===== src/rtl/sseg_pkg.sv =====
// Shared types and the hex-to-segment table for the 7-segment scan controller.
// Segment bit 0 is segment a; bit 7 of a stored pattern is the decimal point.
package sseg_pkg;

    typedef logic [7:0] seg_pat_t;

    typedef enum logic {
        BLANK = 1'b0,
        DRIVE = 1'b1
    } scan_state_e;

    localparam logic [6:0] HEX_SEG [16] = '{
        7'h3F, 7'h06, 7'h5B, 7'h4F, 7'h66, 7'h6D, 7'h7D, 7'h07,
        7'h7F, 7'h6F, 7'h77, 7'h7C, 7'h39, 7'h5E, 7'h79, 7'h71
    };

endpackage


===== src/rtl/sseg_hex_decode.sv =====
// Combinational hex digit to active-high segment pattern (bit 0 = a).
module sseg_hex_decode
    import sseg_pkg::*;
(
    input  logic [3:0] hex,
    output logic [6:0] seg
);

    assign seg = HEX_SEG[hex];

endmodule


===== src/rtl/sseg_scan_ctrl.sv =====
// Multiplexed common-anode 7-segment scanner with a shadow/active pattern buffer.
// Shadow writes land in the active buffer only at a frame wrap or while disabled.
module sseg_scan_ctrl
    import sseg_pkg::*;
#(
    parameter  int NUM_DIGITS   = 8,
    parameter  int DWELL_CYCLES = 1000,
    parameter  int BLANK_CYCLES = 16,
    localparam int IDX_W        = (NUM_DIGITS > 1) ? $clog2(NUM_DIGITS) : 1
) (
    input  logic                  clk,
    input  logic                  reset,
    input  logic                  enable,
    input  logic                  wr_valid,
    output logic                  wr_ready,
    input  logic [IDX_W-1:0]      wr_idx,
    input  logic                  wr_hex,
    input  logic [7:0]            wr_data,
    input  logic                  commit,
    output logic                  commit_done,
    output logic                  frame_start,
    output logic [6:0]            sseg_segment_n,
    output logic                  sseg_decimal_point_n,
    output logic [NUM_DIGITS-1:0] sseg_digit_n
);

    localparam int CNT_MAX = (DWELL_CYCLES > BLANK_CYCLES) ? DWELL_CYCLES : BLANK_CYCLES;
    localparam int CNT_W   = $clog2(CNT_MAX + 1);

    localparam logic [CNT_W-1:0] BLANK_LAST = CNT_W'(BLANK_CYCLES - 1);
    localparam logic [CNT_W-1:0] DWELL_LAST = CNT_W'(DWELL_CYCLES - 1);
    localparam logic [IDX_W-1:0] DIGIT_LAST = IDX_W'(NUM_DIGITS - 1);

    scan_state_e           state_q, state_d;
    logic [IDX_W-1:0]      digit_q, digit_d;
    logic [CNT_W-1:0]      cnt_q, cnt_d;
    logic                  run_q, run_d;
    logic                  pending_q, pending_d;
    logic                  commit_done_q;
    logic                  frame_start_q, frame_start_d;
    logic [6:0]            seg_n_q, seg_n_d;
    logic                  dp_n_q, dp_n_d;
    logic [NUM_DIGITS-1:0] dig_n_q, dig_n_d;

    seg_pat_t shadow_q [NUM_DIGITS];
    seg_pat_t active_q [NUM_DIGITS];

    logic       wrap;
    logic       apply;
    logic       wr_fire;
    logic [6:0] hex_seg;
    seg_pat_t   wr_pat;

    sseg_hex_decode u_hex_decode (
        .hex (wr_data[3:0]),
        .seg (hex_seg)
    );

    // Handshake: a write transfers on any edge where wr_valid && wr_ready; wr_ready
    // depends only on registered state (low from commit request until after the copy).
    assign wr_ready = !pending_q && !commit_done_q;
    assign wr_fire  = wr_valid && wr_ready;
    assign wr_pat   = wr_hex ? {wr_data[7], hex_seg} : wr_data;

    // Scan sequencing; run_q low means the next enabled edge restarts at BLANK(0).
    always_comb begin
        state_d       = state_q;
        digit_d       = digit_q;
        cnt_d         = cnt_q;
        run_d         = run_q;
        frame_start_d = 1'b0;
        wrap          = 1'b0;
        if (!enable) begin
            state_d = BLANK;
            digit_d = '0;
            cnt_d   = '0;
            run_d   = 1'b0;
        end else if (!run_q) begin
            state_d       = BLANK;
            digit_d       = '0;
            cnt_d         = '0;
            run_d         = 1'b1;
            frame_start_d = 1'b1;
        end else begin
            case (state_q)
                BLANK: begin
                    if (cnt_q == BLANK_LAST) begin
                        state_d = DRIVE;
                        cnt_d   = '0;
                    end else begin
                        cnt_d = cnt_q + 1'b1;
                    end
                end
                DRIVE: begin
                    if (cnt_q == DWELL_LAST) begin
                        state_d = BLANK;
                        cnt_d   = '0;
                        if (digit_q == DIGIT_LAST) begin
                            digit_d       = '0;
                            wrap          = 1'b1;
                            frame_start_d = 1'b1;
                        end else begin
                            digit_d = digit_q + 1'b1;
                        end
                    end else begin
                        cnt_d = cnt_q + 1'b1;
                    end
                end
            endcase
        end
    end

    // A commit seen on the wrap edge itself only becomes pending, so it waits a frame.
    always_comb begin
        apply     = pending_q && (wrap || !enable);
        pending_d = pending_q;
        if (apply) begin
            pending_d = 1'b0;
        end else if (commit) begin
            pending_d = 1'b1;
        end
    end

    // Display drive is computed from the next state so pins track the state register.
    always_comb begin
        seg_n_d = 7'h7F;
        dp_n_d  = 1'b1;
        dig_n_d = '1;
        if (state_d == DRIVE) begin
            dig_n_d = ~(NUM_DIGITS'(1) << digit_d);
            seg_n_d = ~active_q[digit_d][6:0];
            dp_n_d  = ~active_q[digit_d][7];
        end
    end

    always_ff @(posedge clk or posedge reset) begin
        if (reset) begin
            state_q       <= BLANK;
            digit_q       <= '0;
            cnt_q         <= '0;
            run_q         <= 1'b0;
            pending_q     <= 1'b0;
            commit_done_q <= 1'b0;
            frame_start_q <= 1'b0;
            seg_n_q       <= 7'h7F;
            dp_n_q        <= 1'b1;
            dig_n_q       <= '1;
            for (int i = 0; i < NUM_DIGITS; i++) begin
                shadow_q[i] <= '0;
                active_q[i] <= '0;
            end
        end else begin
            state_q       <= state_d;
            digit_q       <= digit_d;
            cnt_q         <= cnt_d;
            run_q         <= run_d;
            pending_q     <= pending_d;
            commit_done_q <= apply;
            frame_start_q <= frame_start_d;
            seg_n_q       <= seg_n_d;
            dp_n_q        <= dp_n_d;
            dig_n_q       <= dig_n_d;
            if (wr_fire && (int'(wr_idx) < NUM_DIGITS)) begin
                shadow_q[wr_idx] <= wr_pat;
            end
            if (apply) begin
                active_q <= shadow_q;
            end
        end
    end

    assign commit_done          = commit_done_q;
    assign frame_start          = frame_start_q;
    assign sseg_segment_n       = seg_n_q;
    assign sseg_decimal_point_n = dp_n_q;
    assign sseg_digit_n         = dig_n_q;

endmodule


===== config.mk =====
export PLATFORM = sky130hd
export DESIGN_NAME = sseg_scan_ctrl
export DESIGN_NICKNAME = d
export VERILOG_FILES = /design/src/rtl/sseg_pkg.sv /design/src/rtl/sseg_hex_decode.sv /design/src/rtl/sseg_scan_ctrl.sv
export SDC_FILE = /design/constraint.sdc
export NUM_CORES = 1
export LEC_CHECK = 0
export CAP_MARGIN = 20
export CORE_MARGIN = 2
export CORE_UTILIZATION = 40
export DETAILED_ROUTE_END_ITERATION = 12
export SKIP_CTS_REPAIR_TIMING = 1
export SYNTH_ARGS = -nofsm -noshare
export SYNTH_HDL_FRONTEND = slang
export SYNTH_SLANG_ARGS = --single-unit

===== constraint.sdc =====
create_clock -name clk -period 5.9 [get_ports clk]
set_input_delay 1.475 -clock clk [delete_from_list [all_inputs] [get_ports clk]]
set_output_delay 1.475 -clock clk [all_outputs]
set_load 0.01 [all_outputs]

# After elaboration in Yosys (flattened, before gate mapping)
# Memory sizes are Yosys's and may differ from the RTL's.
# Cells that the tools add are included.
[word_totals]
output_inout_bits = 19
mem_count = 1
ff_bits = 162
elab_cells = 90
romBits = 112
in_bits = 17
[mem_list]
columns = ["name", "depth", "width", "rd", "rd_clocked_by_memory_dff", "write_ports", "line", "text"]
rows = [
  ["(name not given)", 16, 7, 1, 0, 0, "sseg_hex_decode.sv:9", "assign seg = HEX_SEG[hex];"],
]
[classes]
bitwise = 7
n_eq_ne = 3
n_shift = 1
mux = 37
reduce_logical = 9
addsub = 2
magnitude_cmp = 4
[ops]
columns = ["operator", "count"]
rows = [
  ["64-bit bitwise mux", 1],
  ["10-bit two-way mux", 4],
  ["8-bit two-way mux", 4],
  ["7-bit two-way mux", 4],
  ["8-bit binary-select mux with 3-bit select", 1],
  ["8-bit demux with 3-bit select", 1],
  ["10-bit case mux with 2 select lines", 1],
  ["1-bit two-way mux", 15],
  ["3-bit two-way mux", 5],
  ["10-bit by 1-bit adder with 10-bit output, second input constant", 1],
  ["10-bit == test, second input constant", 1],
  ["10-bit by 4-bit == test with 1-bit output, second input constant", 1],
  ["4-bit greater-or-equal comparator, second input constant", 2],
  ["3-bit inverter with 4-bit output", 2],
  ["8-bit inverter", 1],
  ["1-bit by 3-bit left shift with 8-bit output, first input constant", 1],
  ["7-bit inverter", 1],
  ["5-bit greater-or-equal comparator, second input constant", 1],
  ["4-bit inverter with 5-bit output", 1],
  ["1-bit logical AND", 4],
  ["4-bit by 1-bit < comparator with 1-bit output, second input constant", 1],
  ["3-bit by 1-bit adder with 3-bit output, second input constant", 1],
  ["3-bit == test, second input constant", 1],
  ["1-bit logical NOT", 3],
  ["4 further kinds", 5],
]

# Logic depth before layout (Yosys ltp)
[logic_depth]
word_depth = 12
depth_mapped = 9
ltp_nobuf = 8

# Hierarchy
# Synthesis repeated with hierarchy kept, for this count alone.
[unflattened]
hier_cells = 579
area_unflattened_um2 = 7164.4
[modules_own_cells]
columns = ["module", "seq_area_each_um2", "cells_each", "area_each_um2", "n_inst"]
rows = [
  ["sseg_scan_ctrl", 4073.9, 546, 6870.3, 1],
  ["sseg_hex_decode", 0.0, 33, 294.0, 1],
]

# Worst setup path after synthesis
# OpenSTA, ideal clock, no wires.
[synth_path]
kind = "input-to-reg"
start = "in enable"
end = "reg seg_n_q[4] (netlist: sseg_segment_n[4])"
path_slack_ps = 3036
t_arrival_ps = 2778
required_time_ps = 5814
path_buffers = 2
cell_stages = 7
setup_ps = 86
path_cell_list = "buf_12 -> and2_1 -> a31oi_4 -> buf_8 -> mux2i_1 -> a2111oi_2 -> nor2_1"
[synth_between]
elab_chain_cells = 7
elab_cells_between_ends = 8
classes_between = "mux (6); bitwise (2)"
[synth_lines]
columns = ["item", "line", "text"]
rows = [
  ["start, declared", "sseg_scan_ctrl.sv:13", "input logic enable,"],
  ["3-bit two-way mux", "sseg_scan_ctrl.sv:73", "if (!enable) begin"],
  ["3-bit inverter with 4-bit output (implied by the code)", "sseg_scan_ctrl.sv:131", "seg_n_d = ~active_q[digit_d][6:0];"],
  ["8-bit binary-select mux with 3-bit select", "sseg_scan_ctrl.sv:131", ""],
  ["8-bit two-way mux (2 in a row)", "n/a", ""],
  ["7-bit inverter", "sseg_scan_ctrl.sv:131", ""],
  ["7-bit two-way mux (*)", "sseg_scan_ctrl.sv:129", "if (state_d == DRIVE) begin"],
  ["via seg_n_d[4]", "sseg_scan_ctrl.sv:41", "logic [6:0] seg_n_q, seg_n_d;"],
  ["end signal, assigned", "sseg_scan_ctrl.sv:160", "seg_n_q <= seg_n_d;"],
  ["end, declared", "sseg_scan_ctrl.sv:41", ""],
]
# Mark *: on every way through the listed nets, which the timed path passes. The rest lies on a longest branch. The select of a mux whose other input is x is not followed.
# A chain may end at the register's enable or synchronous reset.

# Worst setup path in the final report
[layout_path]
start = "in enable"
end = "reg seg_n_q[6] (netlist: sseg_segment_n[6])"
# The elaborated chain is that of the path after synthesis.

==> metrics.md <==
| Metric | Value |
|---|---|
| Leakage | 3.64 nW |
| Ys Warns | 0 |
| Largest family of logic cells by synthesized area | multiplexers |
| Worst R2R Start | cnt_q[4]$_DFF_PP0_ |
| Mapped Nets | 591 |
| Slew Limit Fails | 0 |
| Post-DP HPWL | 9270 um |
| Top FF cell, synth | dfrtp_1 |
| Multiplexer share of the synthesized area | 0.193 |
| Mean area per synthesized cell | 12.5 um2 |
| Antenna cells | 0 |
| Post-synthesis compound-gate area fraction | 0.0783 |
| Clock skew | 0.0105 ns |
| Critical path type | input port to flop |
| Nets | 624 |
| Root Buffer | clkbuf_16 |
| #FFs+latches synth | 162 |
| Status | complete, no violations |
| Post-Syn Area | 0.00703 mm2 |
| Maxcap violations | 0 |
| Total GRT Usage | 0.169 |
| Final WL | 14700 um |
| Period Utilization, post-route | 0.601 |
| Worst-Margin Slew | 1.02 ns |
| Worst EP required | 6.24 ns |
| Number of synthesized flops with an enable pin | 0 |
| Min Tclk post-route | 3.55 ns |
| Clock buffer depth | 2 |
| Max H-tree Level | 4 |
| PD cells | 399 mW/mm2 |
| Initial antenna violation count | 0 |
| Peak VDD IR | 0.000262 V |
| Wire length of the first global-routing pass | 23700 um |
| FF-to-FF setup slack | 2.91 ns |
| Worst reg2reg endpoint | active_q[42]$_DFFE_PP0P_ |
| Unrepaired setup endpoints after global routing | no |
| Die width | 137 um |
| Sequential element share of the synthesized area | 0.579 |
| Adder-Cell Fraction of Synth Area | 0.0178 |
| DR DRC count | 0 |
| Placed inst area | 0.00755 mm2 |
| CTS Buf Count | 17 |
| Sum Neg Setup Slack | 0 ns |
| Layout area overhead | 15.9% |
| Synth Area in XOR/XNOR | 0.00996 |
| Critical hold path startpoint | shadow_q[46]$_DFFE_PP0P_ |
| Final Cell Area | 0.00815 mm2 |
| Drt pass-1 iters | 4 |
| Antenna Nets Post-Route | 0 |
| Mapped Cells | 564 |
| Peak Freq | 282 MHz |
| Iter 0 DRT Violations | 284 |
| Via count | 4430 |
| Vias in the first global route | 4383 |
| Crit path DAT | 3.89 ns |
| FFs w/ async S/R, synth | 1.00 |
| CP Launch Type | input port |
| I/O Buffers | 35 |
| Drt wl/cell | 17.6 um |
| Fillers | 1553 |
| Core footprint | 0.0172 mm2 |
| Post-Synth Simple-Gate Area | 0.0941 |
| Distinct cell type count after synthesis | 50 |
| Setup violators final | 0 |
| Hold EP | shadow_q[46]$_DFFE_PP0P_ |
| Total gr overflow | 0 |
| Die Footprint | 0.0187 mm2 |
| FF-to-FF path depth | 7 |
| # rows | 48 |
| Die Y | 137 um |
| Routability cong. | 0.795 |
| Endpoints failing hold | 0 |
| Crit Path Max Fanout | 16 |
| Clk sinks | 162 |
| Ports | 36 |
| Hold Path Depth | 2 |
| Element type at the critical path end | flop |
| Clock insertion delay at the later pin of the skew report | 0.43 ns |
| Starting Density | 0.408 |
| Clk slew on worst S/H paths | 0.06 ns |
| Hold Crit Class | flop to flop |
| Via-per-instance ratio | 5.31 |
| Rel. slew slack | 0.304 |
| CTS tree | built |
| Largest net degree at the start of global routing | 94 |
| Share of layout cells above drive strength 1 | 0.267 |
[placed cells by master (no fill, tap or decap), drive strengths merged, types with 2 or more instances in the layout]
| cell type | n |
|---|---|
| nand2b | 5 |
| buf | 6 |
| o31ai | 2 |
| clkinv | 4 |
| nand4 | 3 |
| xnor2 | 6 |
| nand3 | 8 |
| a21oi | 21 |
| dfrtp | 146 |
| clkdlybuf4s50 | 35 |
| nor3 | 5 |
| nand2 | 49 |
| a211oi | 2 |
| and2 | 4 |
| inv | 14 |
| a31oi | 3 |
| nor2b | 3 |
| o221ai | 10 |
| bufinv | 2 |
| mux2 | 100 |
| and3 | 9 |
| o21ai | 37 |
| a2111oi | 6 |
| xor2 | 2 |
| clkbuf | 18 |
| mux2i | 23 |
| ha | 10 |
| nor2 | 48 |
| dfstp | 16 |
[report_power, final]
part / switching, mW / leakage (nW) / internal [mW] / total, mW
combinational: 0.198 / 1.35 / 0.296 / 0.494
clock: 0.476 / 0.290 / 0.636 / 1.11
sequential: 0.177 / 2.01 / 1.47 / 1.65
total: 0.851 / 3.64 / 2.40 / 3.25
[state kept, by name, summed over array words and instances (netlist names)]
| signal | count |
|---|---|
| state_q | 1 |
| sseg_decimal_point_n | 1 |
| digit_q | 3 |
| commit_done | 1 |
| frame_start | 1 |
| run_q | 1 |
| sseg_segment_n | 7 |
| active_q | 64 |
| cnt_q | 10 |
| pending_q | 1 |
| shadow_q | 64 |
| sseg_digit_n | 8 |
[how the worst max path moves through the flow]
| stage | startpoint | end | slack, ns | depth (start not counted) |
|---|---|---|---|---|
| after floorplan | reset | active_q[0]$_DFFE_PP0P_ | 0.07 | 1 |
| after global placement | enable | sseg_segment_n[3]$_DFF_PP1_ | 1.93 | 7 |
| after detailed placement | enable | sseg_segment_n[6]$_DFF_PP1_ | 1.92 | 7 |
| after CTS | enable | sseg_segment_n[6]$_DFF_PP1_ | 2.36 | 7 |
| after global routing | enable | sseg_segment_n[1]$_DFF_PP1_ | 2.12 | 7 |
| final | enable | sseg_segment_n[6]$_DFF_PP1_ | 2.35 | 7 |
[stage by stage]
stage / cells / worst slack (ns) / hold slack, ns / total power, mW / util
floorplan: 564 / 0.0749 / 0.433 / 2.02 / -
global placement: 803 / 1.93 / 0.450 / 2.12 / 0.438
detailed placement: 803 / 1.92 / 0.467 / 2.17 / 0.438
CTS: 835 / 2.36 / 0.479 / 3.28 / 0.473
global route: 835 / 2.12 / 0.486 / 3.43 / 0.473
finish: 835 / 2.35 / 0.473 / 3.25 / 0.473
[kinds of logic after synthesis]
kind of cell    after synthesis
flops                       162
simple gates                140
mux                         123
compound gates               87
buf+inv                      34
fa+ha+maj                    10
xor+xnor                      8
[critical path, cell delays in order]
cell and delay (ns):
clkdlybuf4s50_1 0.60, and2_1 0.28, o21ai_0 0.15, mux2i_2 0.82, o221ai_1 0.28, a21oi_1 0.21, nor2_1 0.07
[layer usage]
| layer | part of all wire | wire, um | GRT usage | vias to the layer above |
|---|---|---|---|---|
| li1 | - | - | - | 2074 |
| met1 | 0.46 | 6810 | 0.224 | 2246 |
| met2 | 0.49 | 7120 | 0.275 | 87 |
| met3 | 0.029 | 420 | 0.0300 | 23 |
| met4 | 0.023 | 333 | 0.0700 | 0 |
| met5 | 0 | 0 | 0 | - |
[cells in the mapped netlist, drive strengths merged, types with 8 or more instances]
cell      n  area share
o221ai   10       0.012
dfstp    16       0.060
ha       10       0.018
buf      13       0.016
a21oi    21       0.015
and3      9      0.0082
dfrtp   146        0.52
mux2i    23       0.033
nand3     8      0.0057
nor2     48       0.027
clkbuf   14      0.0075
o21ai    37       0.026
mux2    100        0.16
nand2    49       0.026
[layout make-up]
class                      instances  area (um2)  share of cell area
sequential                       162        4070               0.500
multi-input combinational        368        2770               0.340
clock buffer                      18         429              0.0527
timing repair buffer              41         395              0.0485
tap                              225         282              0.0346
clock inverter                    14         165              0.0203
inverter                           7        31.3             0.00384
Power figures use the tool's default switching activity.
==> RTL edit 1, RTL diff (same settings) <==
Remove the register `seg_n_q`: a continuous assignment takes its place, so the output `sseg_segment_n` follows one clock earlier.
--- a/src/rtl/sseg_scan_ctrl.sv
+++ b/src/rtl/sseg_scan_ctrl.sv
@@ -142,7 +142,6 @@
             pending_q     <= 1'b0;
             commit_done_q <= 1'b0;
             frame_start_q <= 1'b0;
-            seg_n_q       <= 7'h7F;
             dp_n_q        <= 1'b1;
             dig_n_q       <= '1;
             for (int i = 0; i < NUM_DIGITS; i++) begin
@@ -157,7 +156,6 @@
             pending_q     <= pending_d;
             commit_done_q <= apply;
             frame_start_q <= frame_start_d;
-            seg_n_q       <= seg_n_d;
             dp_n_q        <= dp_n_d;
             dig_n_q       <= dig_n_d;
             if (wr_fire && (int'(wr_idx) < NUM_DIGITS)) begin
@@ -169,6 +167,8 @@
         end
     end
 
+    assign seg_n_q = seg_n_d;
+
     assign commit_done          = commit_done_q;
     assign frame_start          = frame_start_q;
     assign sseg_segment_n       = seg_n_q;
Function: no difference found for any inputs over 10 cycles, from zero or initial values and one cycle with reset high; that may be too few to reach the edited logic, so the function may still have changed.
==> RTL edit 1 against the original RTL <==
  * Worst setup slack worse by 2.1 ns
  * First-iteration DRC count increased by 4.6%
  * Synthesized cell count grew 2.3%
  * Area after synthesis is 1.5% higher
  * Routed wire length rose by 6.5%
  * Cell count up 1.4%
  * Register-to-register slack improved by 0.14 ns
  * Total power is 3.3% lower
  * Clock skew about the same
  * Design area up 1.4%
  * Sequential cell count fell by 7
  * Fmax fell by 37%
  * Largest power group unchanged
  * Highest routed layer unchanged
==> RTL edit 1: results (changes against the original RTL) <==
stage	metric	value	unit	change
hold_path	hold_end	cnt_q[0]$_DFF_PP0_		
hold_path	worstHoldStart	cnt_q[0]$_DFF_PP0_		
global_route	grt_max_degree	86		-8.5%
logic_synthesis	synth.distinct_cells	62		+24%
global_route	grt_pass1_wl	25800	um	+9.2%
route	met3_wirelength	482	um	+15%
route	wl_met2	7860	um	+10%
setup_path	worst_r2r_endpoint	sseg_decimal_point_n$_DFF_PP1_		
global_route	use_met3	3.83	%	+0.83 points
setup_path	path_delay_family	compound AO/OA/AOI/OAI gates		
logic_synthesis	synthXorXnorAreaFrac	0.982	%	-0.015 points
global_route	track_usage	18.3	%	+1.4 points
logic_synthesis	syn-num-nets	604		+2.2%
place	dpl_worst_slack	0.290	ns	-1.63 ns
power	power.share.switching	25.9	%	-0.30 points
logic_synthesis	synthAdderAreaFrac	1.75	%	-0.026 points
global_route	met2_usage	30.7	%	+3.2 points
setup_path	crit_path_max_fanout	19		+3
global_route	grt.met1_usage	22.9	%	+0.52 points
logic_synthesis	yosys-mux-area-fraction	18.6	%	-0.70 points
final_layout	synthToLayoutAreaGrowth	15.7	%	about the same
status	status	complete, no violations		
setup_path	slowest_stage	clkdlybuf4s50_1		
logic_synthesis	synth_compound_area_share	9.80	%	+2.0 points
route	via_per_inst	5.37		+1.2%
final_layout	multiInputGateArea	2940	um^2	+6.1%
place	dp_cells	815		+1.5%
RTL edit 1: cell count changes after synthesis, moves of 13 or more:
cell,unedited run,this run
nand2_1,49,36
inv_1,7,37
mux2_2,100,46
nor2_1,47,26
mux2_1,0,66
mux2i_1,22,4
RTL edit 1: cells by family after synthesis:
| kind of cell | Yosys count |
|---|---|
| compound gates | 91 |
| xor+xnor | 8 |
| fa+ha+maj | 10 |
| buf+inv | 68 |
| flops | 155 |
| mux | 118 |
| simple gates | 127 |
RTL edit 1: how the worst max path moves through the flow:
stage | to | start | slack (ns)
finish | sseg_segment_n[5] | enable | 0.25
CTS | sseg_segment_n[5] | enable | 0.26
detailed placement | sseg_segment_n[5] | enable | 0.29
floorplan | active_q[0]$_DFFE_PP0P_ | reset | 0.26
global placement | sseg_segment_n[5] | enable | 0.32
global route | sseg_segment_n[5] | enable | 0.15
==> RTL edit 2, RTL diff (same flow settings) <==
Made on the original files. `DWELL_CYCLES`: 1000 -> 500.
--- a/src/rtl/sseg_scan_ctrl.sv
+++ b/src/rtl/sseg_scan_ctrl.sv
@@ -4,7 +4,7 @@
     import sseg_pkg::*;
 #(
     parameter  int NUM_DIGITS   = 8,
-    parameter  int DWELL_CYCLES = 1000,
+    parameter  int DWELL_CYCLES = 500,
     parameter  int BLANK_CYCLES = 16,
     localparam int IDX_W        = (NUM_DIGITS > 1) ? $clog2(NUM_DIGITS) : 1
 ) (
Check against the original RTL: same outputs for any inputs over 10 cycles, from zero or initial values and one cycle with reset high; that may be too few to reach the edited logic, so the function may still have changed.
==> RTL edit 2 against the original RTL <==
  * Area after synthesis up 2.7%
  * Sequential cell count down 1
  * Design area up 3.5%
  * Routed wire length up 12%
  * Register-to-register slack worse by 0.05 ns
  * Total power up 6.0%
  * Worst setup slack worse by 0.35 ns
  * Core utilization about the same
  * Critical path type unchanged
  * Highest routed layer unchanged
==> RTL edit 2: results (changes against the original RTL) <==
stage	metric	value	unit	change
logic_synthesis	yosysSeqAreaShare	56.1	%	-1.9 points
place	port_buffers	35		unchanged
hold_path	worstHoldStart	cnt_q[0]$_DFF_PP0_		
status	status	complete, no violations		
setup_path	cp-startpoint	enable		
route	drt_iter0_markers	339		+19%
place	dpl.hpwl	10700	um	+15%
global_route	grt_pass1_vias	4867		+11%
final_layout	nFillCells	1565		+0.77%
sta	timing_hold_violations_final	0		unchanged
logic_synthesis	synthXorXnorAreaFrac	0.849	%	-0.15 points
route	via_per_inst	5.59		+5.3%
logic_synthesis	syn-num-nets	611		+3.4%
logic_synthesis	synth_compound_area_share	10.2	%	+2.4 points
logic_synthesis	yosys_warnings	0		unchanged
global_route	antenna_found_initial	0		unchanged
place	place_congestion	0.867		+9.0%
sta	finalWorstSetupSlack	2.00	ns	-0.354 ns
final_layout	antenna_cells	0		unchanged
clock_network	clock-root-buffer	clkbuf_16		
final_layout	nNetsFinal	636		+1.9%
setup_path	worstSetupEndpoint	sseg_decimal_point_n$_DFF_PP1_		
place	dp_cells	819		+2.0%
sta	hold_ws	0.470	ns	-0.00297 ns
route	firstDrtPassIters	5		+1
clock_network	cts_buffer_depth	2		unchanged
logic_synthesis	yosys-mux-area-fraction	19.1	%	-0.23 points
hold_path	hold_end	cnt_q[0]$_DFF_PP0_		
hold_path	min_path_type	flip-flop to flip-flop		
logic_synthesis	synth.distinct_cells	53		+6.0%
setup_path	slowest_stage	o311a_1		
setup_path	path_delay_family	compound AO/OA/AOI/OAI gates		
logic_synthesis	synthTopCellsByCount	dfrtp_1, mux2_2, o21ai_0		
sta	skew	0.0136	ns	+0.00308 ns
logic_synthesis	avgSynthCellArea	12.4	um^2	-0.83%
setup_path	worst_r2r_path_depth	6		-1
sta	max_slew_margin	33.5	%	+3.1 points
logic_synthesis	ys_top_cells_by_area	dfrtp_1, mux2_2, dfstp_2, o21ai_0, nand2_1		
power	ir_drop	0.000247	V	-5.7%
place	dpl_worst_slack	1.63	ns	-0.291 ns
setup_path	crit_path_max_fanout	22		+6
setup_path	worst_r2r_endpoint	sseg_segment_n[6]$_DFF_PP1_		
hold_path	holdPathStages	1		-1
final_layout	reg_top3	active_q: 64 flops, shadow_q: 64 flops, cnt_q: 9 flops		
clock_network	clkTransAtPathRegs	0.06	ns	about the same
global_route	grt_max_degree	94		unchanged
logic_synthesis	synthAdderAreaFrac	1.73	%	-0.047 points
global_route	grt_pass1_wl	26900	um	+14%
setup_path	slowest_delay	0.72	ns	-0.10 ns
setup_path	r2r_slack	2.86	ns	-0.05 ns
logic_synthesis	synth-async-reset-ratio	100	%	unchanged
route	wire_per_inst	19.3	um	+10%
power	p_leak	0.00361	uW	-0.93%
setup_path	critical_path.reg2reg.startpoint	cnt_q[0]$_DFF_PP0_		
final_layout	drive_gt1_share	29.3	%	+2.5 points
route	route.vias.total	4753		+7.3%
global_route	track_usage	17.9	%	+1.0 points
setup_path	crit_arrival	4.22	ns	+0.33 ns
[RTL edit 2: per-stage QoR]
step           area, um^2  total power, uW
2_1_floorplan        7220             2020
3_3_place_gp         7750             2180
3_5_place_dp         7750             2210
4_1_cts              8430             3480
5_1_grt              8430             3630
6_report             8430             3450
[RTL edit 2: where the power goes]
part | switching, uW | total, uW | leakage [uW] | internal [uW]
combinational | 204 | 516 | 0.00129 | 313
sequential | 213 | 1680 | 0.00200 | 1460
clock | 447 | 1260 | 0.000321 | 808
[RTL edit 2: layer usage]
layer	up-vias	global-route usage, %	wire length, um
li1	2182	-	-
met1	2390	24.4	7520
met2	152	28.4	7690
met3	29	3.88	873
met4	0	6.71	377
met5	-	0	0
[RTL edit 2: area by class of cell]
class	count	area share, %
clock inverter	12	2.73
tap	229	3.40
sequential	161	48.0
timing repair buffer	39	4.51
multi-input combinational	374	35.3
clock buffer	20	5.30
inverter	16	0.772
